<file path="src/rtl/inst_encoder_pkg.sv">
// Shared field layout, opcode constants and FSM state type for the instruction encoder.
package inst_encoder_pkg;

    localparam int unsigned WORD_W  = 32;
    localparam int unsigned OP_W    = 3;
    localparam int unsigned REG_W   = 2;
    localparam int unsigned IMM_W   = 16;

    localparam int unsigned OP_LSB  = 24;
    localparam int unsigned RS_LSB  = 20;
    localparam int unsigned RD_LSB  = 16;
    localparam int unsigned IMM_LSB = 0;

    localparam logic [OP_W-1:0] OP_ADD  = 3'd0;
    localparam logic [OP_W-1:0] OP_JUMP = 3'd7;

    typedef enum logic [1:0] {
        ST_IDLE  = 2'd0,
        ST_LOAD  = 2'd1,
        ST_DRAIN = 2'd2,
        ST_FIN   = 2'd3
    } state_t;

    // Pack the field tuple into an instruction word; unused bits stay zero.
    function automatic logic [WORD_W-1:0] encode_word(
        input logic [OP_W-1:0]  op,
        input logic [REG_W-1:0] rs,
        input logic [REG_W-1:0] rd,
        input logic [IMM_W-1:0] a
    );
        logic [WORD_W-1:0] w;
        w = '0;
        w[OP_LSB  +: OP_W]  = op;
        w[RS_LSB  +: REG_W] = rs;
        w[RD_LSB  +: REG_W] = rd;
        w[IMM_LSB +: IMM_W] = a;
        return w;
    endfunction

endpackage

</file>
<file path="src/rtl/inst_encoder_fifo.sv">
// Synchronous word buffer with registered full/empty flags.
module inst_fifo #(
    parameter int unsigned DEPTH = 4,
    parameter int unsigned WIDTH = 32
) (
    input  logic             clk,
    input  logic             rst_n,
    input  logic             push,
    input  logic             pop,
    input  logic [WIDTH-1:0] wdata,
    output logic [WIDTH-1:0] rdata,
    output logic             full,
    output logic             empty
);

    localparam int unsigned PTR_W = $clog2(DEPTH);
    localparam int unsigned CNT_W = PTR_W + 1;

    logic [WIDTH-1:0] mem [DEPTH];
    logic [PTR_W-1:0] wr_ptr;
    logic [PTR_W-1:0] rd_ptr;
    logic [CNT_W-1:0] cnt_q;
    logic [CNT_W-1:0] cnt_d;
    logic             push_ok;
    logic             pop_ok;

    assign push_ok = push && !full;
    assign pop_ok  = pop && !empty;
    assign rdata   = mem[rd_ptr];

    // Next occupancy, used to register the flags one edge ahead.
    always_comb begin
        cnt_d = cnt_q + CNT_W'(push_ok) - CNT_W'(pop_ok);
    end

    // Storage, pointers and flags.
    always_ff @(posedge clk or negedge rst_n) begin
        if (!rst_n) begin
            for (int i = 0; i < int'(DEPTH); i++) begin
                mem[i] <= '0;
            end
            wr_ptr <= '0;
            rd_ptr <= '0;
            cnt_q  <= '0;
            full   <= 1'b0;
            empty  <= 1'b1;
        end else begin
            if (push_ok) begin
                mem[wr_ptr] <= wdata;
                wr_ptr      <= wr_ptr + PTR_W'(1);
            end
            if (pop_ok) begin
                rd_ptr <= rd_ptr + PTR_W'(1);
            end
            cnt_q <= cnt_d;
            full  <= (cnt_d == CNT_W'(DEPTH));
            empty <= (cnt_d == '0);
        end
    end

endmodule

</file>
<file path="src/rtl/inst_encoder.sv">
// Encodes field tuples into instruction words and streams them into program memory.
module inst_encoder
    import inst_encoder_pkg::*;
#(
    parameter int unsigned ADDR_W = 8,
    parameter int unsigned DEPTH  = 4
) (
    input  logic              clk,
    input  logic              rst_n,
    input  logic              start,
    input  logic [ADDR_W-1:0] base_addr,
    input  logic              e_valid,
    output logic              e_ready,
    input  logic [OP_W-1:0]   e_op,
    input  logic [REG_W-1:0]  e_rs,
    input  logic [REG_W-1:0]  e_rd,
    input  logic [IMM_W-1:0]  e_a,
    input  logic              e_last,
    output logic              pm_we,
    input  logic              pm_ready,
    output logic [ADDR_W-1:0] pm_addr,
    output logic [WORD_W-1:0] pm_wdata,
    output logic              busy,
    output logic              done,
    output logic [ADDR_W:0]   count,
    output logic              wrap_err
);

    localparam int unsigned CNT_W = ADDR_W + 1;

    state_t            state;
    logic              push;
    logic              pop;
    logic              fifo_full;
    logic              fifo_empty;
    logic [WORD_W-1:0] push_word;

    // Handshakes are decoded purely from flops: state and the registered FIFO flags.
    assign e_ready   = (state == ST_LOAD) && !fifo_full;
    assign push      = e_valid && e_ready;
    assign pm_we     = !fifo_empty;
    assign pop       = pm_we && pm_ready;
    assign push_word = encode_word(e_op, e_rs, e_rd, e_a);

    inst_fifo #(
        .DEPTH (DEPTH),
        .WIDTH (WORD_W)
    ) u_fifo (
        .clk   (clk),
        .rst_n (rst_n),
        .push  (push),
        .pop   (pop),
        .wdata (push_word),
        .rdata (pm_wdata),
        .full  (fifo_full),
        .empty (fifo_empty)
    );

    // Session FSM plus address/count/wrap bookkeeping on each completed write.
    always_ff @(posedge clk or negedge rst_n) begin
        if (!rst_n) begin
            state    <= ST_IDLE;
            pm_addr  <= '0;
            count    <= '0;
            wrap_err <= 1'b0;
            done     <= 1'b0;
            busy     <= 1'b0;
        end else begin
            done <= 1'b0;
            if (pop) begin
                pm_addr <= pm_addr + ADDR_W'(1);
                count   <= count + CNT_W'(1);
                if (pm_addr == '1) begin
                    wrap_err <= 1'b1;
                end
            end
            case (state)
                ST_IDLE: begin
                    if (start) begin
                        state    <= ST_LOAD;
                        busy     <= 1'b1;
                        pm_addr  <= base_addr;
                        count    <= '0;
                        wrap_err <= 1'b0;
                    end
                end
                ST_LOAD: begin
                    if (push && e_last) begin
                        state <= ST_DRAIN;
                    end
                end
                ST_DRAIN: begin
                    if (fifo_empty) begin
                        state <= ST_FIN;
                        done  <= 1'b1;
                    end
                end
                ST_FIN: begin
                    state <= ST_IDLE;
                    busy  <= 1'b0;
                end
                default: begin
                    state <= ST_IDLE;
                    busy  <= 1'b0;
                end
            endcase
        end
    end

endmodule

</file>
<file path="config.mk">
export PLATFORM = sky130hd
export DESIGN_NAME = inst_encoder
export DESIGN_NICKNAME = d
export VERILOG_FILES = /design/src/rtl/inst_encoder_pkg.sv /design/src/rtl/inst_encoder_fifo.sv /design/src/rtl/inst_encoder.sv
export SDC_FILE = /design/constraint.sdc
export NUM_CORES = 1
export LEC_CHECK = 0
export ABC_AREA = 1
export CORE_ASPECT_RATIO = 2
export CORE_MARGIN = 2
export CORE_UTILIZATION = 50
export CTS_CLUSTER_SIZE = 25
export DETAILED_ROUTE_END_ITERATION = 6
export DONT_BUFFER_PORTS = 1
export PLACE_DENSITY = 0.63
export SETUP_SLACK_MARGIN = 0.3
export SYNTH_ARGS = -nofsm -noshare
export SYNTH_HDL_FRONTEND = slang
export SYNTH_SLANG_ARGS = --single-unit
</file>
<file path="constraint.sdc">
create_clock -name clk -period 5.3 [get_ports clk]
set_input_delay 0.795 -clock clk [delete_from_list [all_inputs] [get_ports clk]]
set_output_delay 0.795 -clock clk [all_outputs]
set_load 0.01 [all_outputs]
</file>
After elaboration in Yosys (flattened, before gate mapping). Index checks and enable logic that the tools add are counted.

$add $sub $neg: 6. Multiply operators: 0. Div/mod/pow operators: 0. Magnitude comparators: 3. Equality and inequality tests: 8. Shifts and indexed selects: 0. Multiplexer cells: 24. Bitwise operators: 2. Reductions and logical operators: 14.

Operators by type and width (number): 128-bit bitwise mux (1); 32-bit two-way mux (3); 32-bit binary-select mux with 2-bit select (1); 32-bit demux with 2-bit select (1); 9-bit two-way mux (3); 8-bit two-way mux (3); 9-bit by 1-bit adder with 9-bit output, second input constant (1); 8-bit by 1-bit adder with 8-bit output, second input constant (1); 8-bit equality test, second input constant (1); 2-bit one-hot mux with 4 select lines (1); 1-bit logical AND (7); 1-bit two-way mux (7); 3-bit >= comparator, second input constant (2); 2-bit two-way mux (3); 2-bit inverter with 3-bit output (2); 2-bit by 1-bit adder with 2-bit output, second input constant (2); 2-bit equality test, second input constant (2); 2-bit by 1-bit inequality test with 1-bit output, second input constant (2); 3-bit by 1-bit adder with 3-bit output (1); 3-bit equality test, second input constant (1); 3-bit zero test (1); 3-bit by 1-bit less-than comparator with 1-bit output, second input constant (1); 3-bit AND reduction (1); 3-bit by 1-bit subtractor with 3-bit output (1); other kinds (7) (8).

Bits in registers: 159. Bits in latches: 0. RAM bits: 0. Bits in read-only memories: 0. Input port bits: 37. Word-level logic and storage cells: 72. Memories kept: 0.

Logic depth before layout (Yosys ltp).
Word-level depth: 7. Depth in mapped cells: 10. Gate-level depth less buffers: 10.

Hierarchy. From an unflattened synthesis, not the netlist that was laid out.

Cell total of the unflattened synthesis: 879. Area, all modules: 7678.6 µm².

By module, submodules not included: inst_fifo (times used 1, cells each 707, area an instance 6366.1 µm², seq. area each 3429.5 µm²); inst_encoder (times used 1, cells each 172, area an instance 1312.5 µm², seq. area each 550.5 µm²).

Least setup slack after synthesis. No wires, ideal clock.

Path kind: input to register. From: input port pm_ready. To: register u_fifo.full. Arrival time: 2.082 ns. Path slack: 3.099 ns. Stages on the path: 8. Buffers on the path: 0. Path through: inv_1 nor2_4 ha_1 inv_1 ha_1 fa_1 nor2_1 and2_1.

Word-level cells in the longest chain between the ends: 4.

RTL lines: start, declared (RTL line inst_encoder.sv:20) `input logic pm_ready,`; 1-bit logical AND (RTL line inst_encoder.sv:42) `assign pop = pm_we && pm_ready;`; 1-bit logical AND (RTL line inst_encoder_fifo.sv:28) `assign pop_ok = pop && !empty;`; named net u_fifo.pop_ok (RTL line inst_encoder_fifo.sv:25) `logic pop_ok;`; 3-bit by 1-bit subtractor with 3-bit output (RTL line inst_encoder_fifo.sv:33) `cnt_d = cnt_q + CNT_W'(push_ok) - CNT_W'(pop_ok);`; named net u_fifo.cnt_d[1] (RTL line inst_encoder_fifo.sv:23) `logic [CNT_W-1:0] cnt_d;`; 3-bit equality test (RTL line inst_encoder_fifo.sv:56) `full <= (cnt_d == CNT_W'(DEPTH));`; end signal, assigned (RTL line inst_encoder_fifo.sv:56); end, declared (RTL line inst_encoder_fifo.sv:12) `output logic full,`.

The timed path passes the listed nets, and every way through them passes these cells. A chain may end at the register's enable or synchronous reset.

Worst setup path in the final report.
From: register u_fifo.rd_ptr[0]. To: output port pm_wdata[7].

Word-level cells in the longest chain between the ends: 4.

RTL lines: start, declared (RTL line inst_encoder_fifo.sv:21) `logic [PTR_W-1:0] rd_ptr;`; start signal, assigned (RTL line inst_encoder_fifo.sv:53) `rd_ptr <= rd_ptr + PTR_W'(1);`; 2-bit inverter with 3-bit output (not written as such) (RTL line inst_encoder_fifo.sv:29) `assign rdata = mem[rd_ptr];`; 32-bit binary-select mux with 2-bit select (RTL line inst_encoder_fifo.sv:29); 32-bit two-way mux (not written as such) (2 in series) (RTL line inst_encoder_fifo.sv:29); end, declared (RTL line inst_encoder.sv:22) `output logic [WORD_W-1:0] pm_wdata,`.

No other way between the ends. The select of a mux whose other input is x is not followed.

==> out/qor.json <==
{
  "status": {
    "outcome": "completed"
  },
  "floorplan": {
    "design.core.area_um2": 11600,
    "die_width_um": 80.6,
    "die-area_um2": 12700,
    "die_height_um": 157,
    "placement_rows": 56,
    "io_pins": 91,
    "initial_utilization_pct": 50.8
  },
  "sta": {
    "worst_hold_slack_ns": 0.0825,
    "fin_tns_setup_ns": 0,
    "clock-skew-final_ns": 0.0107,
    "worst_slew_margin_rel_pct": 46.9,
    "finalHoldViolCount": 0,
    "timing.final.crit_period_ns": 3.14,
    "setup-violations-final": 0,
    "report.final.slew_viol_count": 0,
    "max_freq_mhz": 319,
    "grt_setup_unrepaired": "false",
    "worst_pin_slew_ns": 0.796,
    "final.period_utilization_pct": 59.2
  },
  "setup_path": {
    "critPathLaunchType": "register",
    "worstSetupPathType": "register to primary output",
    "worst-endpoint-arrival_ns": 2.34,
    "worst_ep_required_time_ns": 4.51,
    "setup.worst_path.end_class": "primary output",
    "critical_path_peak_fanout": 48
  },
  "synthesis": {
    "synth-seq-area-share_pct": 52.5,
    "netlist_top_cells_area": "dfrtp_1 (52%), nand2_1 (8.8%), o21ai_1 (6.6%)",
    "synthesis.area_per_instance_um2": 8.80,
    "synthXorXnorAreaFrac_pct": 1.04,
    "synth-simple-area-share_pct": 17.2,
    "synthesis.instances": 667,
    "synth_edf_count": 0,
    "synth_compound_gate_area_share_pct": 16.9,
    "synth_top_family_by_area": "simple AND/OR/NAND/NOR gates",
    "synthTopCellsByCount": "nand2_1 (137), dfrtp_1 (122), o21ai_1 (78), nor2_1 (67), inv_1 (60)",
    "synth_seq_cells": 123,
    "ys_async_rst_share_pct": 100,
    "netlist_area_um2": 5870,
    "yosys-mux-area-fraction_pct": 0,
    "yosys.area.top_type": "dfrtp_1",
    "dominantRegCellSynth": "dfrtp_1",
    "post_synthesis_share_of_cell_area_spent_on_full_adders_half_adders_and_majority_gates_pct": 2.90,
    "yosys_warnings": 0,
    "fraction_of_post_synthesis_cell_area_in_the_top_cell_type_by_area_pct": 52.0,
    "post_synth_num_cell_types": 33,
    "yosysMostFrequentCell": "nand2_1"
  },
  "routing": {
    "post-route-drc-count": 0,
    "postRouteWirelength_um": 12100,
    "drt_iter0_markers": 255,
    "avg_wl_per_cell_um": 14.9,
    "detailroute.via_count": 4289,
    "detail_route.vias_per_cell": 5.28,
    "first_pass_iters": 6,
    "ant_nets": 0
  },
  "final_layout": {
    "layout_cells_sized_above_1_pct": 9.58,
    "n_fill_cell": 1076,
    "finish.net_count": 705,
    "seq_area_um2": 3080,
    "multi_input_logic_area_um2": 2270,
    "stdcell_count": 813,
    "area.growth.synth_to_final_pct": 10.3,
    "fin_area_um2": 6470,
    "antennaDiodeCount": 0
  },
  "global_routing": {
    "grt_remaining_overflow": 0,
    "first_global_vias": 3998,
    "antenna_violations_before_repair": 0,
    "grt_usage_pct": 21.0,
    "pin_count_of_the_biggest_net_entering_global_routing": 124,
    "global_route_wire_length_before_repair_um": 20500
  },
  "cts": {
    "cts_sinks": 123,
    "cts_made_buffers": 17,
    "root_buffer": "clkbuf_16",
    "worst_skew_pair.late_latency_ns": 0.41,
    "ctsLongestPathBuffers": 2,
    "holdBufCountCts": 0,
    "worst_setup_hold_path_clk_slew_ns": 0.05,
    "tritoncts": "yes",
    "cts_max_level": 4,
    "ctsResizeCount": 0,
    "post-cts-setup-buffer-count": 0
  },
  "hold_path": {
    "hp-class": "input port to asynchronous set/reset pin"
  },
  "placed_design": {
    "placed_insts": 781,
    "place.gp.congestion": 0.767,
    "placement.io_buffers": 0,
    "place.detailed.hpwl_um": 7650,
    "dpl-instance-area_um2": 5790
  },
  "power_and_ir_drop": {
    "power_w": 0.00443,
    "max-vdd-ir-drop_v": 0.000397,
    "power_leakage_nw": 3.21,
    "cellPowerDensity_nw_per_um2": 684
  },
  "job": {
    "timing.max_cap.violations": 0
  }
}
[worst paths after layout]
kind	start	endpoint	slack, ns	cells past startpoint
max	u_fifo.rd_ptr[0]	pm_wdata[7]	2.16	5
min	rst_n	done	0.08	0
max reg2reg	state[1]	u_fifo.full	3.28	10
min reg2reg	u_fifo.mem[44]	u_fifo.mem[44]	0.48	2
max in group asynchronous	rst_n	u_fifo.empty	5.03	0
min in group clk	u_fifo.mem[44]	u_fifo.mem[44]	0.48	2
[power breakdown]
group / switching (W) / leakage (nW) / internal [W]
combinational: 0.000897 / 1.34 / 0.000507
clock: 0.000413 / 0.326 / 0.000940
sequential: 0.000310 / 1.55 / 0.00136
total: 0.00162 / 3.21 / 0.00281
[stage by stage]
| step | utilization, % | setup slack, ns |
|---|---|---|
| after global routing | 56.0 | 1.95 |
| after floorplan | - | 3.10 |
| after detailed placement | 50.0 | 2.60 |
| after global placement | 50.0 | 2.66 |
| after CTS | 56.0 | 2.16 |
| final | 56.0 | 2.16 |
[registers in the layout, summed over array words and instances, names as in the netlist]
name,cells
u_fifo.wr_ptr,2
count,9
state,2
u_fifo.rd_ptr,2
done,1
u_fifo.empty,1
pm_addr,8
u_fifo.full,1
u_fifo.mem,92
u_fifo.cnt_q,3
busy,1
wrap_err,1
[layout make-up]
class | count | share of cell area (%)
inverter | 63 | 3.73
tap | 145 | 2.80
clock inverter | 12 | 3.75
timing repair buffer | 2 | 0.232
sequential | 123 | 47.6
multi-input combinational | 448 | 35.0
clock buffer | 20 | 6.90
[worst max-delay path, stage by stage, from the launching register on]
cell	delay [ns]
dfrtp_1	0.35
buf_4	0.27
inv_1	0.48
buf_4	0.39
o21ai_0	0.13
o22ai_1	0.29
[cell families after synthesis]
| group | Yosys count |
|---|---|
| XOR/XNOR | 7 |
| AO/OA/AOI/OAI | 180 |
| AND/OR/NAND/NOR | 239 |
| flip-flops | 123 |
| adder cells (fa/ha/maj) | 13 |
| other | 1 |
| buffers and inverters | 104 |
[metal layers]
metal | track usage (%) | routed length, um | vias to the layer above
met5 | 0 | 0 | -
met4 | 7.83 | 88 | 0
met3 | 4.82 | 462 | 5
met2 | 31.8 | 5870 | 108
met1 | 29.6 | 5720 | 2035
li1 | - | - | 2141
[placed cells by master, fill, tap and decap left out, drive strengths merged]
cell / n
nand2: 144
bufinv: 7
nor2: 71
o22ai: 23
buf: 2
xor2: 5
inv: 63
clkbuf: 20
and2: 1
nand3: 13
conb: 9
dfstp: 1
ha: 12
nand4: 4
xnor2: 2
clkinvlp: 3
dfrtp: 122
a21oi: 6
fa: 1
nor3: 5
a31oi: 1
or2: 1
o21ai: 147
o21bai: 3
clkinv: 2
Note: power is estimated with default switching activity, not from simulation.
